## config.mk

```make
export PLATFORM = sky130hd
export DESIGN_NAME = serial_twos_comp_unit
export DESIGN_NICKNAME = d
export VERILOG_FILES = /design/src/rtl/serial_twos_comp_unit.sv
export SDC_FILE = /design/constraint.sdc
export NUM_CORES = 1
export LEC_CHECK = 0
export ABC_CLOCK_PERIOD_IN_PS = 1400
export CAP_MARGIN = 0
export CORE_UTILIZATION = 35
export DETAILED_ROUTE_END_ITERATION = 10
export SLEW_MARGIN = 20
export SYNTH_ARGS = -nofsm -noshare
export SYNTH_HDL_FRONTEND = slang
export SYNTH_SLANG_ARGS = --single-unit
```

## constraint.sdc

```tcl
create_clock -name t_clk -period 1.4 [get_ports t_clk]
set_input_delay 0.28 -clock t_clk [delete_from_list [all_inputs] [get_ports t_clk]]
set_output_delay 0.28 -clock t_clk [all_outputs]
set_load 0.01 [all_outputs]
```

## src/rtl/serial_twos_comp_unit.sv

```systemverilog
// Bit-serial two's-complement unit: LSB-first negate/pass-through with a parallel word output.
// Optional negation-overflow flag is built only when SERIAL_TWOS_OVF_EN is defined.
module serial_twos_comp_unit #(
  parameter int WIDTH = 8
) (
  input  logic             t_clk,
  input  logic             r,
  input  logic             flush,
  input  logic             mode,
  input  logic             in_valid,
  input  logic             in_bit,
  output logic             in_ready,
  output logic             y_bit,
  output logic             y_valid,
  output logic [WIDTH-1:0] out_word,
  output logic             out_valid,
  input  logic             out_ready,
  output logic             ovf
);

  localparam int CW = $clog2(WIDTH);

  typedef enum logic {
    COLLECT = 1'b0,
    HOLD    = 1'b1
  } state_t;

  state_t           r_state;
  logic [CW-1:0]    r_bit_cnt;
  logic             r_seen_one;
  logic             r_mode_q;
  logic [WIDTH-2:0] r_shift_q;
  logic [WIDTH-1:0] r_out_word;
  logic             r_out_valid;

  state_t           w_state_nxt;
  logic [CW-1:0]    w_bit_cnt_nxt;
  logic             w_seen_one_nxt;
  logic             w_mode_q_nxt;
  logic [WIDTH-2:0] w_shift_q_nxt;
  logic [WIDTH-1:0] w_out_word_nxt;
  logic             w_out_valid_nxt;

  logic             w_first;
  logic             w_last;
  logic             w_eff_mode;
  logic             w_in_ready;
  logic             w_accept;
  logic             w_y_bit;
  logic [WIDTH-1:0] w_shift_full;

  // The first bit of a word uses the live mode so the result is available with zero latency.
  assign w_first      = (r_bit_cnt == '0);
  assign w_last       = (r_bit_cnt == CW'(WIDTH - 1));
  assign w_eff_mode   = w_first ? mode : r_mode_q;
  assign w_in_ready   = (r_state == COLLECT) & ~flush;
  assign w_accept     = in_valid & w_in_ready;
  assign w_y_bit      = in_bit ^ (w_eff_mode & r_seen_one);
  assign w_shift_full = {w_y_bit, r_shift_q};

  assign in_ready  = w_in_ready;
  assign y_valid   = w_accept;
  assign y_bit     = w_y_bit;
  assign out_word  = r_out_word;
  assign out_valid = r_out_valid;

  always_ff @(posedge t_clk or posedge r) begin
    if (r) begin
      r_state     <= COLLECT;
      r_bit_cnt   <= '0;
      r_seen_one  <= 1'b0;
      r_mode_q    <= 1'b0;
      r_shift_q   <= '0;
      r_out_word  <= '0;
      r_out_valid <= 1'b0;
    end else begin
      r_state     <= w_state_nxt;
      r_bit_cnt   <= w_bit_cnt_nxt;
      r_seen_one  <= w_seen_one_nxt;
      r_mode_q    <= w_mode_q_nxt;
      r_shift_q   <= w_shift_q_nxt;
      r_out_word  <= w_out_word_nxt;
      r_out_valid <= w_out_valid_nxt;
    end
  end

  always_comb begin
    w_state_nxt     = r_state;
    w_bit_cnt_nxt   = r_bit_cnt;
    w_seen_one_nxt  = r_seen_one;
    w_mode_q_nxt    = r_mode_q;
    w_shift_q_nxt   = r_shift_q;
    w_out_word_nxt  = r_out_word;
    w_out_valid_nxt = r_out_valid;

    if (r_state == COLLECT) begin
      if (w_accept) begin
        if (w_first) begin
          w_mode_q_nxt = mode;
        end
        w_seen_one_nxt = r_seen_one | in_bit;
        w_shift_q_nxt  = w_shift_full[WIDTH-1:1];
        w_bit_cnt_nxt  = r_bit_cnt + CW'(1);
        if (w_last) begin
          w_out_word_nxt  = w_shift_full;
          w_out_valid_nxt = 1'b1;
          w_bit_cnt_nxt   = '0;
          w_seen_one_nxt  = 1'b0;
          w_state_nxt     = HOLD;
        end
      end
    end else begin
      if (out_ready) begin
        w_out_valid_nxt = 1'b0;
        w_state_nxt     = COLLECT;
      end
    end

    // Flush only abandons the partial word; a held output word is untouched.
    if (flush) begin
      w_bit_cnt_nxt  = '0;
      w_seen_one_nxt = 1'b0;
      w_shift_q_nxt  = '0;
    end
  end

`ifdef SERIAL_TWOS_OVF_EN
  logic r_ovf;

  // Overflow only when the word is exactly 100..0 and negated: no 1 seen before the MSB.
  always_ff @(posedge t_clk or posedge r) begin
    if (r) begin
      r_ovf <= 1'b0;
    end else if (w_accept && w_last) begin
      r_ovf <= ~r_seen_one & in_bit & w_eff_mode;
    end else if ((r_state == HOLD) && out_ready) begin
      r_ovf <= 1'b0;
    end
  end

  assign ovf = r_ovf;
`else
  assign ovf = 1'b0;
`endif

endmodule

```

==> flow_summary.toml, run 1 <==
[placed_design]
place.port_buffers = 18
dp_cells = 152
place_area_sq_um = 1350
gp_congestion = 0.744
hpwl_um = 1400

[clock_network]
htreeDepth = 1
insertion_delay_ns = 0.31
clk_path_buf_depth = 2
cts_hold_buf = 0
clock_sinks = 22
cts_tree = "built"
clock-root-buffer = "clkbuf_4"
cts_buffers = 3
clk_transition_reported_paths_ns = 0.12

[outcome]
status = "complete, but fails checks"
violations = "negative setup slack"

[routing]
wl_met1_um = 846
met3_wirelength_um = 63
routed.top_layer = "met4"
ant_nets = 0
vias = 754
dr_wl_met2_um = 995
viasPerCell = 4.80
first_pass_iters = 3
routed_wirelength_um = 1960
wire_per_inst_um = 12.5
first_iter_violations = 10
drc = 0

[worst_setup_path]
worst-path-buf-inv = 3
crit_required_ns = 1.12
r2r_end = "out_word[6]"
path_cells = "inv_1 -> ha_1 -> nor2b_4 -> mux2i_1 -> xnor2_1 -> inv_1 -> buf_2"
start_kind = "flop"
max_stage_delay_ns = 0.40
cp.depth = 7
crit_family = "flip-flops"
worst_setup_path_startpoint = "r_bit_cnt[0]"
end_kind = "primary output"
reg2reg_slack_ns = -0.13
path_max_fanout = 2
cp-endpoint = "y_bit"
cpMostUsedCell = "inv_1"
cp_slowest_cell = "dfrtp_1"
regToRegStartpoint = "r_bit_cnt[0]"
worstPathArrival_ns = 1.62
r2r_cells = 6
critPathKind = "flop to primary output"

[floorplan]
coreArea_sq_um = 2730
rows = 19
pin_count = 20
die_w_um = 55.6
die_h_um = 55.6
start_util = 0.368
die-area_sq_um = 3090

[yosys]
syn_avg_cell_area_sq_um = 11.0
synth_warnings = 0
synth_top_area_cell = "dfrtp_1"
synthCells = 91
synth.net_count = 101
netlist_area_sq_um = 1000
ys_ff_latch = 22
synth.distinct_cells = 22
synth_seq_area_share = 0.548
synth.area.top_cells = "dfrtp_1 (55%), mux2_4 (9.0%), nand2_1 (7.5%)"
synth_top_area_frac = 0.548

[run]
drv_cap = 0

[global_routing]
antenna_found_initial = 0
overflow = 0
first_global_vias = 786
grt_first_pass_wirelength_um = 3480
grt_use_total = 0.148
grt_max_degree = 23

[sta]
hold_viol_final = 0
rsz0062_at_grt = "true"
timing.fmax_ghz = 0.526
setup_violations = 12
finalCritPeriodShare = 1.36
clock_skew_ns = 0.00389
finalSetupTns_ns = -1.81
layout_setup_ws_ns = -0.501
drv_slew = 0
hold_slack_ns = 0.303
min_period_ns = 1.90

[final_layout]
fin_cells = 157
n_antenna_cell = 0
finalInstanceArea_sq_um = 1420
area_growth_pct = 41.7
drive_above_1_share = 0.333
num-nets-final = 137

[power_and_ir_drop]
p_per_area_nw_per_um2 = 917
irDropWorstVdd_mv = 0.550
power_leakage_nw = 0.729
finalPower_mw = 1.31

[worst_hold_path]
min_path_type = "input pin to asynchronous set/reset pin"
## power breakdown
part           total, mW  switching (mW)  leakage (nW)  internal (mW)
combinational      0.158          0.0784         0.400         0.0794
clock              0.485           0.195        0.0279          0.289
sequential         0.663          0.0105         0.302          0.653
total               1.31           0.284         0.729           1.02
## cells by family after synthesis
group                      Yosys count  share of synthesized area
AOI/OAI and AO/OA                   15                     0.0847
xor gates and xnor gates             1                    0.00872
adders and majority gates            3                     0.0374
buffers and inverters               10                     0.0511
DFF                                 22                      0.548
muxes                                9                      0.122
other                                1                    0.00373
and+or+nand+nor                     30                      0.144
## synthesized netlist by cell type, drive strengths merged
library cell / count
dfrtp: 22
nand2: 20
a21oi: 11
mux2: 8
inv: 5
nor2: 5
buf: 4
ha: 3
a211oi: 2
a21o: 2
and2b: 1
clkbuf: 1
conb: 1
mux2i: 1
nand2b: 1
nor2b: 1
nor3: 1
nor3b: 1
xnor2: 1
## layout make-up
cell class | instances | area (sq um)
Clock buffer | 3 | 22.5
Tap cell | 31 | 38.8
Clock inverter | 1 | 30.0
Inverter | 5 | 18.8
Multi-Input combinational cell | 59 | 453
Timing Repair Buffer | 36 | 310
Fill cell | 252 | 1310
Sequential cell | 22 | 551
## cells in the final DEF, fill, tap and decap left out
master           synthesis  layout
dfrtp_1                 22      22
nor3b_4                  1       1
clkbuf_4                 0       3
nand2b_4                 1       1
a211oi_2                 0       1
nor3_1                   1       1
inv_1                    5       5
nor2_2                   0       2
bufinv_16                0       1
ha_1                     3       1
a21o_1                   2       2
mux2_4                   6       6
buf_12                   0       1
ha_4                     0       2
nor2_4                   0       1
clkdlybuf4s50_1          0       5
nand2_1                 20      20
dlygate4sd2_1            0      10
xnor2_1                  1       1
mux2i_1                  1       1
mux2_2                   2       2
and2b_1                  1       1
a211oi_1                 2       1
buf_6                    1       2
buf_2                    2       2
conb_1                   1       1
a21oi_1                 11      11
nor2b_4                  0       1
nor2_1                   5       2
buf_4                    1      16
## per-layer routing
metal	track usage	up-vias
li1	-	365
met1	0.182	370
met2	0.241	14
met3	0.0349	5
met4	0.0750	0
met5	0	-
## worst min path at each step
stage                        endpoint  slack (ns)
after global routing      out_word[5]        0.32
after floorplan             out_valid        0.27
after global placement      out_valid        0.46
after detailed placement    out_valid        0.47
final                     out_word[5]        0.30
after CTS                 out_word[0]        0.31
## worst register-to-register path: cells and delay by family (launching register included)
kind | cells | cell delay [ns]
flops | 1 | 0.40
fa+ha+maj | 2 | 0.31
mux | 1 | 0.30
buf+inv | 2 | 0.29
simple gates | 1 | 0.15
## flip-flops by register name, indices dropped and copies added (netlist names)
register / cells
out_valid: 1
out_word: 8
r_bit_cnt: 3
r_mode_q: 1
r_seen_one: 1
r_shift_q: 7
r_state: 1
## stage by stage
| stage | worst slack, ns | utilization |
|---|---|---|
| after global routing | -0.638 | 0.521 |
| after global placement | -0.518 | 0.495 |
| after floorplan | -0.0667 | - |
| after CTS | -0.506 | 0.514 |
| final | -0.501 | 0.521 |
| after detailed placement | -0.547 | 0.495 |
## what timing repair did
item                                   4_1_cts  5_1_grt
endpoints found under the hold margin        0        0
setup endpoints to repair                   23       14
pin swaps                                    1        1
resized for setup                           25        5
setup buffers                                1        0
No activity file was read; power rests on OpenSTA's default activity.
==> run 2: changes to the inputs <==
Settings changed: CORE_UTILIZATION 35 to 44, PLACE_DENSITY set to 0.73.
==> run 2 against run 1 <==
Against the previous run:
- the flow still finishes with violations (negative setup slack)
- wire length up 12%
- design area rose by 3.2%
- highest routed layer unchanged
- largest cell class unchanged
- non-clock buffer count is 1 higher
==> flow_summary.toml, run 2 (same netlist as run 1, synthesis figures left out) <==
[global_routing]
grt_first_pass_wirelength_um = 3560
antenna_found_initial = 0
overflow = 0
first_global_vias = 811
grt_max_degree = 23
grt_use_total = 0.192

[worst_setup_path]
cpMostUsedCell = "inv_1"
max_stage_delay_ns = 0.40
path_max_fanout = 2
r2r_end = "out_word[2]"
worst_setup_path_startpoint = "r_bit_cnt[0]"
path_cells = "inv_1 -> ha_2 -> nor2b_4 -> mux2i_4 -> xnor2_2 -> inv_1 -> buf_2"
regToRegStartpoint = "r_bit_cnt[0]"
end_kind = "primary output"
worst-path-buf-inv = 3
reg2reg_slack_ns = -0.30
critPathKind = "flop to primary output"
crit_family = "flip-flops"
cp_slowest_cell = "dfrtp_1"
worstPathArrival_ns = 1.74
start_kind = "flop"
r2r_cells = 7
crit_required_ns = 1.12

[final_layout]
area_growth_pct = 46.2
largest_reg_flops = 8
n_antenna_cell = 0
drive_above_1_share = 0.394
num-nets-final = 138
mostFrequentLayoutCell = "dfrtp_1"
mostFrequentLayoutCells = "dfrtp_1 (22), nand2_1 (20), buf_4 (13)"

[sta]
timing.fmax_ghz = 0.496
hold_slack_ns = 0.304
rsz0062_at_grt = "true"
drv_slew = 0
hold_viol_final = 0
min_period_ns = 2.02
clock_skew_ns = 0.00156
finalCritPeriodShare = 1.44
setup_violations = 14
layout_setup_ws_ns = -0.615

[clock_network]
clk_path_buf_depth = 2
clock_sinks = 22
clock-root-buffer = "clkbuf_4"
clk_transition_reported_paths_ns = 0.12
cts_buffers = 3
htreeDepth = 1
cts_hold_buf = 0
cts_tree = "built"
insertion_delay_ns = 0.30

[run]
drv_cap = 0

[routing]
ant_nets = 0
first_pass_iters = 4
viasPerCell = 5.08
vias = 783
first_iter_violations = 21
routed_wirelength_um = 2190
wire_per_inst_um = 14.2
drc = 0

[floorplan]
rows = 16
pin_count = 20
coreArea_sq_um = 2060
start_util = 0.487
die_h_um = 49.8
die-area_sq_um = 2480
die_w_um = 49.8

[placed_design]
place.port_buffers = 18
dp_slack_ns = -0.592
hpwl_um = 1440
gp_congestion = 0.770

[power_and_ir_drop]
power_leakage_nw = 0.749
p_per_area_nw_per_um2 = 808
irDropWorstVdd_mv = 0.550
finalPower_mw = 1.19

[worst_hold_path]
min_path_type = "input pin to asynchronous set/reset pin"

[outcome]
violations = "negative setup slack"
status = "complete, but fails checks"
==> run 2: layout make-up <==
type | count | area [sq um]
inverters | 5 | 18.8
multi-input cells | 59 | 497
repair buffers | 37 | 333
fillers | 152 | 593
clock buffers | 4 | 36.3
well taps | 27 | 33.8
flip-flops and latches | 22 | 551
==> run 2: power by group <==
group	switching, mW	internal, mW
registers	0.0110	0.653
clock network	0.183	0.158
logic	0.0917	0.0899
==> run 2: how the worst max path moves through the flow <==
stage	depth (start not counted)	slack, ns	endpoint
after floorplan	6	-0.07	y_bit
after global placement	6	-0.52	y_bit
after detailed placement	7	-0.59	y_bit
after CTS	7	-0.59	y_bit
after global routing	7	-0.68	y_bit
final	7	-0.62	y_bit
==> run 2: through the flow <==
step / setup TNS (ns) / std cells / cell area, sq um / utilization
floorplan: -0.425 / 91 / 1030 / -
global placement: -4.92 / 146 / 1330 / 0.647
detailed placement: -5.66 / 146 / 1330 / 0.647
CTS: -2.74 / 153 / 1410 / 0.681
global route: -4.30 / 154 / 1470 / 0.712
finish: -3.32 / 154 / 1470 / 0.712
==> run 2: routing by layer <==
layer  part of all wire  vias to the layer above  GRT usage
li1                   -                      366          -
met4              0.020                        0     0.0857
met2               0.54                       24      0.349
met5                  0                        -          0
met3              0.042                        6     0.0278
met1               0.40                      387      0.221
==> run 2: what timing repair did <==
item / in CTS / in global routing
setup endpoints to repair: 23 / 23
buffers inserted: 6 / 1
pin swaps: 5 / 0
resized for setup: 34 / 13
==> run 2: worst reg2reg max path: stages, from the launching register on <==
cell and delay (ns):
dfrtp_1 0.37, buf_4 0.11, buf_6 0.10, ha_4 0.14, ha_4 0.12, nor3b_4 0.28, buf_6 0.18, mux2_4 0.30
